$ cat src/rtl/adc_pkg.sv
// rtl/adc_pkg.sv - shared ADC event widths and capture entry type
//
// Purpose: constants and the packed FIFO entry shared by the ADC event
// detector and the event log.
// Contents: ADC_DATA_W, ADC_SEQ_W, ADC_TS_W, derived entry widths,
// adc_evt_entry_t {ts, seq, evt}, and the adc_pack_entry() helper.
package adc_pkg;

  localparam int ADC_DATA_W  = 10;
  localparam int ADC_SEQ_W   = 6;
  localparam int ADC_TS_W    = 16;
  // Entry without timestamp: {seq, evt}
  localparam int ADC_TAG_W   = ADC_SEQ_W + ADC_DATA_W;
  // Entry with timestamp: {ts, seq, evt}
  localparam int ADC_ENTRY_W = ADC_TS_W + ADC_TAG_W;

  typedef struct packed {
    logic [ADC_TS_W-1:0]   ts;
    logic [ADC_SEQ_W-1:0]  seq;
    logic [ADC_DATA_W-1:0] evt;
  } adc_evt_entry_t;

  function automatic adc_evt_entry_t adc_pack_entry(
    input logic [ADC_TS_W-1:0]   ts,
    input logic [ADC_SEQ_W-1:0]  seq,
    input logic [ADC_DATA_W-1:0] evt
  );
    adc_evt_entry_t e;
    e.ts  = ts;
    e.seq = seq;
    e.evt = evt;
    return e;
  endfunction

endpackage

$ cat src/rtl/adc_event_log_if.sv
// rtl/adc_event_log_if.sv - event push and read-drain handshake bundle
//
// Purpose: groups the detector push strobe/payload and the software read
// handshake of adc_event_log.
// Signals:
//   adc_event      [9:0]  event code from the detector
//   adc_event_seq  [5:0]  sequence tag from the detector
//   adc_event_intr        push strobe, one event per high cycle
//   rd_req                pop request, one pulse per entry
//   rd_data       [31:0]  {ts, seq, evt}, valid while rd_valid is high
//   rd_valid              one-cycle read data strobe
// Modports: master = detector/software side, slave = event log.
interface adc_event_log_if;
  import adc_pkg::*;

  logic [ADC_DATA_W-1:0]  adc_event;
  logic [ADC_SEQ_W-1:0]   adc_event_seq;
  logic                   adc_event_intr;
  logic                   rd_req;
  logic [ADC_ENTRY_W-1:0] rd_data;
  logic                   rd_valid;

  modport master (
    output adc_event, adc_event_seq, adc_event_intr, rd_req,
    input  rd_data, rd_valid
  );

  modport slave (
    input  adc_event, adc_event_seq, adc_event_intr, rd_req,
    output rd_data, rd_valid
  );

endinterface

$ cat src/rtl/adc_event_ram.sv
// rtl/adc_event_ram.sv - FIFO storage: one write port, one registered read port
//
// Purpose: DEPTH x WIDTH register array backing the event log FIFO.
// Ports:
//   clk, rstn  clock and synchronous active-low reset (read register only)
//   we, waddr, wdata  write port
//   re, raddr         read request; rdata updates on the following edge
//   rdata             registered read data, holds when re is low
// The array itself is not reset. A read and write to the same address in
// one cycle returns the old contents, which the full-FIFO push+pop relies on.
module adc_event_ram #(
  parameter int DEPTH = 8,
  parameter int WIDTH = 32
) (
  input  logic                     clk,
  input  logic                     rstn,
  input  logic                     we,
  input  logic [$clog2(DEPTH)-1:0] waddr,
  input  logic [WIDTH-1:0]         wdata,
  input  logic                     re,
  input  logic [$clog2(DEPTH)-1:0] raddr,
  output logic [WIDTH-1:0]         rdata
);

  logic [WIDTH-1:0] mem [DEPTH];

  always_ff @(posedge clk) begin
    if (we) begin
      mem[waddr] <= wdata;
    end
  end

  always_ff @(posedge clk) begin
    if (!rstn) begin
      rdata <= '0;
    end else if (re) begin
      rdata <= mem[raddr];
    end
  end

endmodule

$ cat src/rtl/adc_event_log.sv
// rtl/adc_event_log.sv - ADC event capture FIFO with threshold/overflow irq
//
// Purpose: captures {ts, adc_event_seq, adc_event} on every detector push
// strobe into a DEPTH-entry FIFO that software drains one entry per rd_req.
// Optional feature macro: ADC_EVENT_LOG_TSTAMP_EN (adds a free-running
// 16-bit capture timestamp; otherwise rd_data[31:16] is 0).
// Parameters: DEPTH (power of two, 2..64), IRQ_THRESH (1..DEPTH).
// Ports:
//   clk, rstn  clock, synchronous active-low reset
//   bus        adc_event_log_if.slave: push payload/strobe, rd_req/rd_data/rd_valid
//   clr        synchronous flush of FIFO and status (timestamp keeps running)
//   irq_en     interrupt mask
//   count      occupancy, log2(DEPTH)+1 bits
//   empty/full occupancy flags
//   ovf        sticky overflow, drop_cnt saturating dropped-event count
//   irq        registered level interrupt
module adc_event_log
  import adc_pkg::*;
#(
  parameter int DEPTH      = 8,
  parameter int IRQ_THRESH = 4
) (
  input  logic                   clk,
  input  logic                   rstn,
  adc_event_log_if.slave         bus,
  input  logic                   clr,
  input  logic                   irq_en,
  output logic [$clog2(DEPTH):0] count,
  output logic                   empty,
  output logic                   full,
  output logic                   ovf,
  output logic [7:0]             drop_cnt,
  output logic                   irq
);

  localparam int AW = $clog2(DEPTH);
  localparam int PW = AW + 1;

`ifdef ADC_EVENT_LOG_TSTAMP_EN
  localparam int ENTRY_W = ADC_ENTRY_W;
`else
  localparam int ENTRY_W = ADC_TAG_W;
`endif

  logic [PW-1:0]      wr_ptr;
  logic [PW-1:0]      rd_ptr;
  logic               rd_valid_q;
  logic               pop_ok;
  logic               push_ok;
  logic               drop;
  logic               irq_next;
  logic [ENTRY_W-1:0] wdata;
  logic [ENTRY_W-1:0] rdata;

  // Extra pointer MSB distinguishes full from empty when the indices match.
  assign empty = (wr_ptr == rd_ptr);
  assign full  = (wr_ptr[AW] != rd_ptr[AW]) && (wr_ptr[AW-1:0] == rd_ptr[AW-1:0]);
  assign count = wr_ptr - rd_ptr;

  // clr wins over any push/pop in the same cycle; a push lost to clr is not a drop.
  assign pop_ok  = rstn && !clr && bus.rd_req && !empty;
  // A pop in the same cycle frees the slot, so a push into a full FIFO is kept.
  assign push_ok = rstn && !clr && bus.adc_event_intr && (!full || pop_ok);
  assign drop    = rstn && !clr && bus.adc_event_intr && full && !pop_ok;

  // irq is registered from the current (pre-edge) state, so it trails count by one cycle.
  assign irq_next = irq_en && ((count >= PW'(IRQ_THRESH)) || ovf);

`ifdef ADC_EVENT_LOG_TSTAMP_EN
  logic [ADC_TS_W-1:0] ts;

  // Free-running capture time; only reset clears it, clr does not.
  always_ff @(posedge clk) begin
    if (!rstn) begin
      ts <= '0;
    end else begin
      ts <= ts + ADC_TS_W'(1);
    end
  end

  assign wdata       = adc_pack_entry(ts, bus.adc_event_seq, bus.adc_event);
  assign bus.rd_data = rdata;
`else
  assign wdata       = {bus.adc_event_seq, bus.adc_event};
  assign bus.rd_data = {{ADC_TS_W{1'b0}}, rdata};
`endif

  assign bus.rd_valid = rd_valid_q;

  adc_event_ram #(
    .DEPTH (DEPTH),
    .WIDTH (ENTRY_W)
  ) u_ram (
    .clk   (clk),
    .rstn  (rstn),
    .we    (push_ok),
    .waddr (wr_ptr[AW-1:0]),
    .wdata (wdata),
    .re    (pop_ok),
    .raddr (rd_ptr[AW-1:0]),
    .rdata (rdata)
  );

  always_ff @(posedge clk) begin
    if (!rstn) begin
      wr_ptr     <= '0;
      rd_ptr     <= '0;
      ovf        <= 1'b0;
      drop_cnt   <= '0;
      rd_valid_q <= 1'b0;
      irq        <= 1'b0;
    end else begin
      irq <= irq_next;
      if (clr) begin
        wr_ptr     <= '0;
        rd_ptr     <= '0;
        ovf        <= 1'b0;
        drop_cnt   <= '0;
        rd_valid_q <= 1'b0;
      end else begin
        rd_valid_q <= pop_ok;
        if (push_ok) begin
          wr_ptr <= wr_ptr + PW'(1);
        end
        if (pop_ok) begin
          rd_ptr <= rd_ptr + PW'(1);
        end
        if (drop) begin
          ovf <= 1'b1;
          if (drop_cnt != 8'hFF) begin
            drop_cnt <= drop_cnt + 8'd1;
          end
        end
      end
    end
  end

endmodule
$ cat src/flat_wrapper.sv
// flat-port wrapper written by rule: the top's interface ports become plain ports
module adc_event_log_flat import adc_pkg::*;
#(
  parameter int DEPTH      = 8,
  parameter int IRQ_THRESH = 4
)
  (clk, rstn, clr, irq_en, count, empty, full, ovf, drop_cnt, irq, bus_adc_event, bus_adc_event_seq, bus_adc_event_intr, bus_rd_req, bus_rd_data, bus_rd_valid);
  adc_event_log_if bus_i ();
  input  logic clk;
  input  logic rstn;
  input  logic clr;
  input  logic irq_en;
  output logic [$clog2(DEPTH):0] count;
  output logic empty;
  output logic full;
  output logic ovf;
  output logic [7:0] drop_cnt;
  output logic irq;
  input wire logic [$bits(bus_i.adc_event)-1:0] bus_adc_event;
  input wire logic [$bits(bus_i.adc_event_seq)-1:0] bus_adc_event_seq;
  input wire logic [$bits(bus_i.adc_event_intr)-1:0] bus_adc_event_intr;
  input wire logic [$bits(bus_i.rd_req)-1:0] bus_rd_req;
  output wire logic [$bits(bus_i.rd_data)-1:0] bus_rd_data;
  output wire logic [$bits(bus_i.rd_valid)-1:0] bus_rd_valid;
  assign bus_i.adc_event = bus_adc_event;
  assign bus_i.adc_event_seq = bus_adc_event_seq;
  assign bus_i.adc_event_intr = bus_adc_event_intr;
  assign bus_i.rd_req = bus_rd_req;
  assign bus_rd_data = bus_i.rd_data;
  assign bus_rd_valid = bus_i.rd_valid;
  adc_event_log #(.DEPTH(DEPTH), .IRQ_THRESH(IRQ_THRESH)) u_core (.clk(clk), .rstn(rstn), .bus(bus_i), .clr(clr), .irq_en(irq_en), .count(count), .empty(empty), .full(full), .ovf(ovf), .drop_cnt(drop_cnt), .irq(irq));
endmodule
$ cat config.mk
export PLATFORM = sky130hd
export DESIGN_NAME = adc_event_log_flat
export DESIGN_NICKNAME = d
export VERILOG_FILES = /design/src/rtl/adc_pkg.sv /design/src/rtl/adc_event_log_if.sv /design/src/rtl/adc_event_ram.sv /design/src/rtl/adc_event_log.sv /design/src/flat_wrapper.sv
export SDC_FILE = /design/constraint.sdc
export NUM_CORES = 1
export LEC_CHECK = 0
export CORE_MARGIN = 4
export CORE_UTILIZATION = 35
export DETAILED_ROUTE_END_ITERATION = 8
export SYNTH_ARGS = -nofsm -noshare
export SYNTH_HDL_FRONTEND = slang
export SYNTH_SLANG_ARGS = --single-unit
$ cat constraint.sdc
create_clock -name clk -period 8.4 [get_ports clk]
set_clock_uncertainty 0.15 [all_clocks]
set_input_delay 1.26 -clock clk [delete_from_list [all_inputs] [get_ports clk]]
set_output_delay 1.26 -clock clk [all_outputs]
set_load 0.01 [all_outputs]
=== Yosys cells after proc, flatten, opt, wreduce, memory -nomap -nowiden ===
Memory sizes are Yosys's and may differ from the RTL's. A register that Yosys moved wholly into a read port is not among the register bits.
Index checks and enable logic that the tools add are counted.

* Add/sub/neg operators: 4
* Order comparisons: 1
* Equal/unequal tests: 4
* Muxes and demuxes: 2
* Bitwise operators: 1
* Reduce and logical (&&, ||, !) cells: 18

{| class="wikitable"
|+ Operators by type and width
! cell !! number
|-
| $logic_and A1 B1 Y1 || 9
|-
| $add A4 B1 Y4 const B || 2
|-
| $add A8 B1 Y8 const B || 1
|-
| $ne A8 B8 Y1 const B || 1
|-
| $logic_not A1 Y1 || 5
|-
| $eq A4 B4 Y1 || 1
|-
| $ge A4 B3 Y1 const B || 1
|-
| $sub A4 B4 Y4 || 1
|-
| $eq A3 B3 Y1 || 1
|-
| $logic_or A1 B1 Y1 || 2
|-
| $mux W1 || 2
|-
| $reduce_and A2 Y1 || 1
|-
| $reduce_or A2 Y1 || 1
|-
| $ne A1 B1 Y1 || 1
|-
| $not A1 Y1 || 1
|}

* Register bits: 19
* Bits in writable memories: 128
* Output and inout port bits: 49
* Word-level logic and storage cells: 37
* Memories kept: 1

{| class="wikitable"
|+ Memory list
! name !! depth !! bits a word !! read ports !! clocked after Yosys merged registers in !! write ports !! line !! RTL
|-
| u_core.u_ram.mem || 8 || 16 || 1 || 1 || 1 || adc_event_ram.sv:25 || <nowiki>logic [WIDTH-1:0] mem [DEPTH];</nowiki>
|}

=== Longest topological paths before layout ===
* Depth in word-level cells: 8
* Depth in mapped cells: 9
* Gate-level depth less buffers: 6

=== Cells and area by module ===
Synthesis repeated with hierarchy kept, for this count alone.

* Cell total of the unflattened synthesis: 447
* Area total of the unflattened synthesis: 6707.7 um2

{| class="wikitable"
|+ Modules (own cells, without submodules)
! module !! instances !! cells an instance !! area each (um2) !! sequential area each (um2)
|-
| adc_event_ram || 1 || 306 || 5511.5 || 4164.0
|-
| adc_event_log || 1 || 141 || 1196.1 || 380.4
|}

=== Worst setup path after synthesis ===
OpenSTA, ideal clock, no wires.

* Path kind: register -> register
* From: register u_core.rd_ptr[1]
* To: memory u_core.u_ram.mem[0][0] (netlist name), enable pin
* Library setup time: 0.409 ns
* Arrival time: 3.004 ns
* Required time: 7.841 ns
* Setup slack: 4.837 ns
* Stages on the path, launching flop included: 9
* Buffers on the path: 2
* Clock period less this slack: 3.563 ns
* Cells stage by stage: dfxtp_1 clkbuf_1 clkinv_1 clkbuf_1 ha_1 nand3_1 or3_4 nand3_1 nor3_1

* Longest elaborated chain between the ends: 7

{| class="wikitable"
|+ Ends and longest elaborated chain
! item !! line !! RTL
|-
| from (decl) || adc_event_log.sv:46 || <nowiki>logic [PW-1:0] rd_ptr;</nowiki>
|-
| from (signal assigned) || adc_event_log.sv:126 || <nowiki>rd_ptr <= rd_ptr + PW'(1);</nowiki>
|-
| $eq A4 B4 Y1 or $eq A3 B3 Y1 (tied branches) || adc_event_log.sv:56, adc_event_log.sv:57 ||
|-
| $logic_not A1 Y1 or $logic_and A1 B1 Y1 (tied branches) || adc_event_log.sv:61, adc_event_log.sv:57 ||
|-
| $logic_and A1 B1 Y1 or $logic_not A1 Y1 (tied branches) || adc_event_log.sv:61, adc_event_log.sv:63 ||
|-
| $logic_or A1 B1 Y1 (*) || adc_event_log.sv:63 || <nowiki>assign push_ok = rstn && !clr && bus.adc_event_intr && (!full || pop_ok);</nowiki>
|-
| $logic_and A1 B1 Y1 (*) || adc_event_log.sv:63 ||
|-
| $mux W1 (*) || adc_event_ram.sv:28 || <nowiki>if (we) begin</nowiki>
|-
| $mux W1 (not written as such) (*) || adc_event_ram.sv:29 || <nowiki>mem[waddr] <= wdata;</nowiki>
|-
| to (decl) || adc_event_ram.sv:25 ||
|}

Mark *: on every way between the ends. The rest lies on a longest branch, timed or not.

=== Final worst setup path ===
* From: register u_core.rd_ptr[1]
* To: output count[3]

* Longest elaborated chain between the ends: 1

{| class="wikitable"
|+ Ends and longest elaborated chain
! item !! line !! RTL
|-
| $sub A4 B4 Y4 || adc_event_log.sv:58 || <nowiki>assign count = wr_ptr - rd_ptr;</nowiki>
|-
| to (decl) || flat_wrapper.sv:13 || <nowiki>output logic [$clog2(DEPTH):0] count;</nowiki>
|}

Every way passes these cells.

==> impl_metrics.csv <==
group,metric,value,unit
pwr,power.share.combinational,3.4,%
timing,max_freq,188,MHz
timing,timing.max_slew.rel_slack,38.1,%
synth,synth_top_cell_by_area,"sky130_fd_sc_hd__edfxtp_1",
synth,syn_area_per_cell,16.0,µm²
synth,synth.area.top_cells,"sky130_fd_sc_hd__edfxtp_1, sky130_fd_sc_hd__mux4_2, sky130_fd_sc_hd__dfxtp_1, sky130_fd_sc_hd__nand2_1, sky130_fd_sc_hd__a22o_1",
drt,wl,13100,µm
clock_tree,cts_repair_resize_count,0,
synth,netlist_area,0.00650,mm²
final_layout,layout-drive-gt1-share,16.5,%
timing,final_min_period_over_clock_period,63.4,%
floorplanning,die_area,0.0208,mm²
hold_path,min_path_type,"flip-flop to flip-flop",
global_route,grt_start_max_net_pins,37,
drt,drt-pass1-iter-count,5,
pwr,switching_share,19.4,%
synth,post_syn_instances,406,
clock_tree,cts_max_path_buffers,2,
clock_tree,postCtsHoldBufs,0,
pwr,share_clk_of_total_power,47.1,%
critical_path,crit_path_start_kind,"flip-flop",
timing,rsz_0062_raised_after_global_routing,"no",
critical_path,critical_path.cell_chain,"clkinv_1 > ha_1 > nor2b_1 > o21ai_0 > and2_1 > xnor2_1 > clkdlybuf4s50_1",
global_route,grt_first_pass_wirelength,20900,µm
pwr,p_seq_share,49.5,%
drt,via_per_inst,5.03,
timing,timing.final.crit_period,5320,ps
floorplanning,rows,49,
clock_tree,clk_root_buffer_cell,"sky130_fd_sc_hd__clkbuf_16",
pwr,total_power,1.77,mW
synth,synth_simple_gate_area_share,8.20,%
clock_tree,cts_max_level,4,
final_layout,num-nets-final,500,
critical_path,timing.critical_path.to_type,"output port",
critical_path,worstPathRequired,6990,ps
clock_tree,clkTransAtPathRegs,60,ps
floorplanning,floorplan.initialDensity,35.9,%
clock_tree,post_cts.repair.setup_buffers,0,
drt,route.met3.wl,592,µm
pwr,cellInternalPower,1.43,mW
critical_path,critPathSlowestCell,"sky130_fd_sc_hd__dfxtp_1",
global_route,globalRouteOverflowTotal,0,
job,max_cap_viol_count,0,
final_layout,n_diodes,0,
timing,timing.final.setup_violations,0,
pwr,switching_power,0.344,mW
synth,post_synth_xor_area_fraction,1.19,%
final_layout,layout.cell_area.non_filler,0.00792,mm²
drt,drtAntennaViolNets,0,
final_layout,num-fill-cells,1581,
drt,remaining_drc_errors,0,
pwr,power.static_leakage,2.61,nW
drt,dr.max_layer_used,"met4",
floorplanning,die_w,144,µm
critical_path,worstPathArrival,3910,ps
timing,slew_violations,0,
global_route,antenna_found_initial,0,
floorplanning,core_region_area,0.0181,mm²
drt,drt-initial-drc-count,291,
final_layout,layout-area-overhead-vs-synth,21.9,%
clock_tree,clock_sinks,163,
outcome,outcome,"finished, final reports clean",
critical_path,crit_path_max_incr_delay,900,ps
drt,route.vias.total,3589,
pwr,vdd_drop_max,0.147,mV
place,placed_cell_area,0.00728,mm²
place,post-dp-hpwl,8030,µm
floorplanning,ioPinCount,71,
critical_path,crit_path_max_fanout,21,
place,port_buffers,54,
clock_tree,tritoncts.num_buffers,17,
synth,synth_top_family_by_area,"multiplexers",
global_route,grtUsageTotal,13.5,%
pwr,power_density,223,mW/mm²
synth,synth-compound-area-share,4.52,%
synth,synth_fa_ha_area_share,1.46,%
timing,tightest_slew,927,ps
place,gp_congestion,0.811,
critical_path,timing_worst_setup_path_type,"flip-flop to output port",
drt,drt-wirelength-per-cell,18.4,µm
timing,report.final.hold_viol_count,0,
floorplanning,chipHeight,144,µm
synth,synth_seq_area_share,69.9,%
timing,finalSetupTns,0,ps
drt,met2_length,6690,µm
timing,hold_ws,329,ps
clock_tree,worst_skew_pair.late_latency,420,ps
synth,synth.top_cell.area_share,59.1,%
synth,multiplexer_area_fraction_after_synthesis,11.4,%
final_layout,final_core_util,43.8,%
global_route,first_global_vias,3787,
synth,synth.yosys.warnings,0,
clock_tree,cts_tree,"yes",
synth,synth_cell_type_count,45,
synth,yosys_register_bits,163,
drt,drt-met1-wl,5660,µm
==> synthesized netlist by cell type <==
cell type / n
sky130_fd_sc_hd__o211ai_1: 3
sky130_fd_sc_hd__nand4b_1: 2
sky130_fd_sc_hd__inv_1: 6
sky130_fd_sc_hd__xnor2_1: 4
sky130_fd_sc_hd__nand2_1: 55
sky130_fd_sc_hd__nor4_1: 2
sky130_fd_sc_hd__and3_1: 4
sky130_fd_sc_hd__or2_2: 1
sky130_fd_sc_hd__nor2_2: 1
sky130_fd_sc_hd__nand2b_1: 3
sky130_fd_sc_hd__and4_1: 1
sky130_fd_sc_hd__nand4_1: 1
sky130_fd_sc_hd__or4_1: 2
sky130_fd_sc_hd__or3_4: 1
sky130_fd_sc_hd__and2_1: 1
sky130_fd_sc_hd__clkbuf_1: 9
sky130_fd_sc_hd__nand3_1: 10
sky130_fd_sc_hd__fa_1: 1
sky130_fd_sc_hd__buf_4: 16
sky130_fd_sc_hd__o21ai_2: 1
sky130_fd_sc_hd__a22o_1: 16
sky130_fd_sc_hd__a21oi_1: 7
sky130_fd_sc_hd__nor2b_1: 3
sky130_fd_sc_hd__a2111oi_0: 1
sky130_fd_sc_hd__ha_1: 6
sky130_fd_sc_hd__nor2_1: 18
sky130_fd_sc_hd__and3b_1: 1
sky130_fd_sc_hd__a31oi_1: 1
sky130_fd_sc_hd__o31ai_1: 2
sky130_fd_sc_hd__nor3_1: 4
sky130_fd_sc_hd__buf_2: 6
sky130_fd_sc_hd__edfxtp_1: 128
sky130_fd_sc_hd__dfxtp_1: 35
sky130_fd_sc_hd__or3_2: 1
sky130_fd_sc_hd__o21ai_0: 7
sky130_fd_sc_hd__o21a_1: 1
sky130_fd_sc_hd__mux4_2: 32
sky130_fd_sc_hd__mux2i_1: 2
sky130_fd_sc_hd__clkinv_1: 1
sky130_fd_sc_hd__a211oi_1: 2
sky130_fd_sc_hd__xor2_1: 3
sky130_fd_sc_hd__xnor2_2: 1
sky130_fd_sc_hd__nand3b_1: 1
sky130_fd_sc_hd__or3_1: 2
sky130_fd_sc_hd__conb_1: 1
==> cells in the final DEF (no fill, tap or decap), types with 3 or more instances in the layout <==
| cell type | instances |
|---|---|
| sky130_fd_sc_hd__a21oi_1 | 7 |
| sky130_fd_sc_hd__a22o_1 | 16 |
| sky130_fd_sc_hd__and3_1 | 4 |
| sky130_fd_sc_hd__buf_4 | 8 |
| sky130_fd_sc_hd__bufinv_16 | 5 |
| sky130_fd_sc_hd__clkbuf_16 | 17 |
| sky130_fd_sc_hd__clkdlybuf4s50_1 | 54 |
| sky130_fd_sc_hd__clkinv_2 | 3 |
| sky130_fd_sc_hd__clkinvlp_4 | 4 |
| sky130_fd_sc_hd__conb_1 | 16 |
| sky130_fd_sc_hd__dfxtp_1 | 34 |
| sky130_fd_sc_hd__edfxtp_1 | 128 |
| sky130_fd_sc_hd__ha_1 | 6 |
| sky130_fd_sc_hd__inv_1 | 6 |
| sky130_fd_sc_hd__mux4_2 | 32 |
| sky130_fd_sc_hd__nand2_1 | 55 |
| sky130_fd_sc_hd__nand2b_1 | 3 |
| sky130_fd_sc_hd__nand3_1 | 10 |
| sky130_fd_sc_hd__nor2_1 | 18 |
| sky130_fd_sc_hd__nor2b_1 | 3 |
| sky130_fd_sc_hd__o211ai_1 | 3 |
| sky130_fd_sc_hd__o21ai_0 | 7 |
| sky130_fd_sc_hd__xnor2_1 | 4 |
| sky130_fd_sc_hd__xor2_1 | 3 |
==> critical path: cells and delay by family (launching register included) <==
kind	cells	cell delay [ps]
flip-flops	1	900
AO/OA/AOI/OAI	1	190
XOR/XNOR	1	120
adder cells (fa/ha/maj)	1	580
buffers and inverters	2	1370
AND/OR/NAND/NOR	2	330
==> registers in the layout, summed over array words and instances (netlist names) <==
name and flops:
u_core.wr_ptr 4, u_core.drop_cnt 8, u_core.rd_ptr 4, u_core.ovf 1
u_core.u_ram.rdata 16, u_core.bus.rd_valid 1, u_core.u_ram.mem 128, u_core.irq 1
==> area by class of cell <==
type	count	area [µm²]	share of cell area [%]
sequential	163	4550	57.4
inverter	7	26.3	0.332
clock buffer	18	429	5.42
timing repair buffer	62	601	7.58
tap	229	287	3.62
clock inverter	14	213	2.68
multi-input combinational	220	1820	23.0
==> kinds of logic (layout without fill, tap and decap cells) <==
logic type / count (synthesis) / in the layout
xor+xnor: 8 / 8
other cells: 1 / 16
flops: 163 / 163
buf+inv: 38 / 101
mux: 34 / 34
fa+ha+maj: 7 / 7
compound gates: 41 / 41
simple gates: 114 / 114
==> worst paths after layout <==
check | end | startpoint | depth (start not counted) | slack [ps]
setup / recovery | count[3] | u_core.rd_ptr[1] | 7 | 3080
hold / removal | u_core.u_ram.rdata[4] | u_core.u_ram.rdata[4] | 1 | 330
hold reg to reg | u_core.u_ram.rdata[4] | u_core.u_ram.rdata[4] | 1 | 330
setup reg to reg | u_core.u_ram.mem[0][12] | u_core.rd_ptr[1] | 6 | 4260
==> layer usage <==
| metal | up-vias | global-route usage, % |
|---|---|---|
| met5 | - | 0 |
| met4 | 0 | 5.01 |
| met2 | 94 | 23.0 |
| li1 | 1662 | - |
| met3 | 17 | 3.31 |
| met1 | 1816 | 16.6 |
==> stage by stage <==
step,worst slack (ps),instances
global route,2810,713
detailed placement,3420,681
floorplan,4840,421
finish,3080,713
CTS,3000,713
global placement,3500,681
==> power by group through the flow <==
stage | Combinational [mW] | Sequential [mW] | Clock [mW]
3_3_place_gp | 0.0594 | 0.894 | 0
2_1_floorplan | 0.0339 | 0.894 | 0
6_report | 0.0602 | 0.877 | 0.834
3_5_place_dp | 0.0610 | 0.894 | 0
4_1_cts | 0.0613 | 0.877 | 0.846
5_1_grt | 0.0668 | 0.877 | 0.887
(Power assumes the default switching activity.)
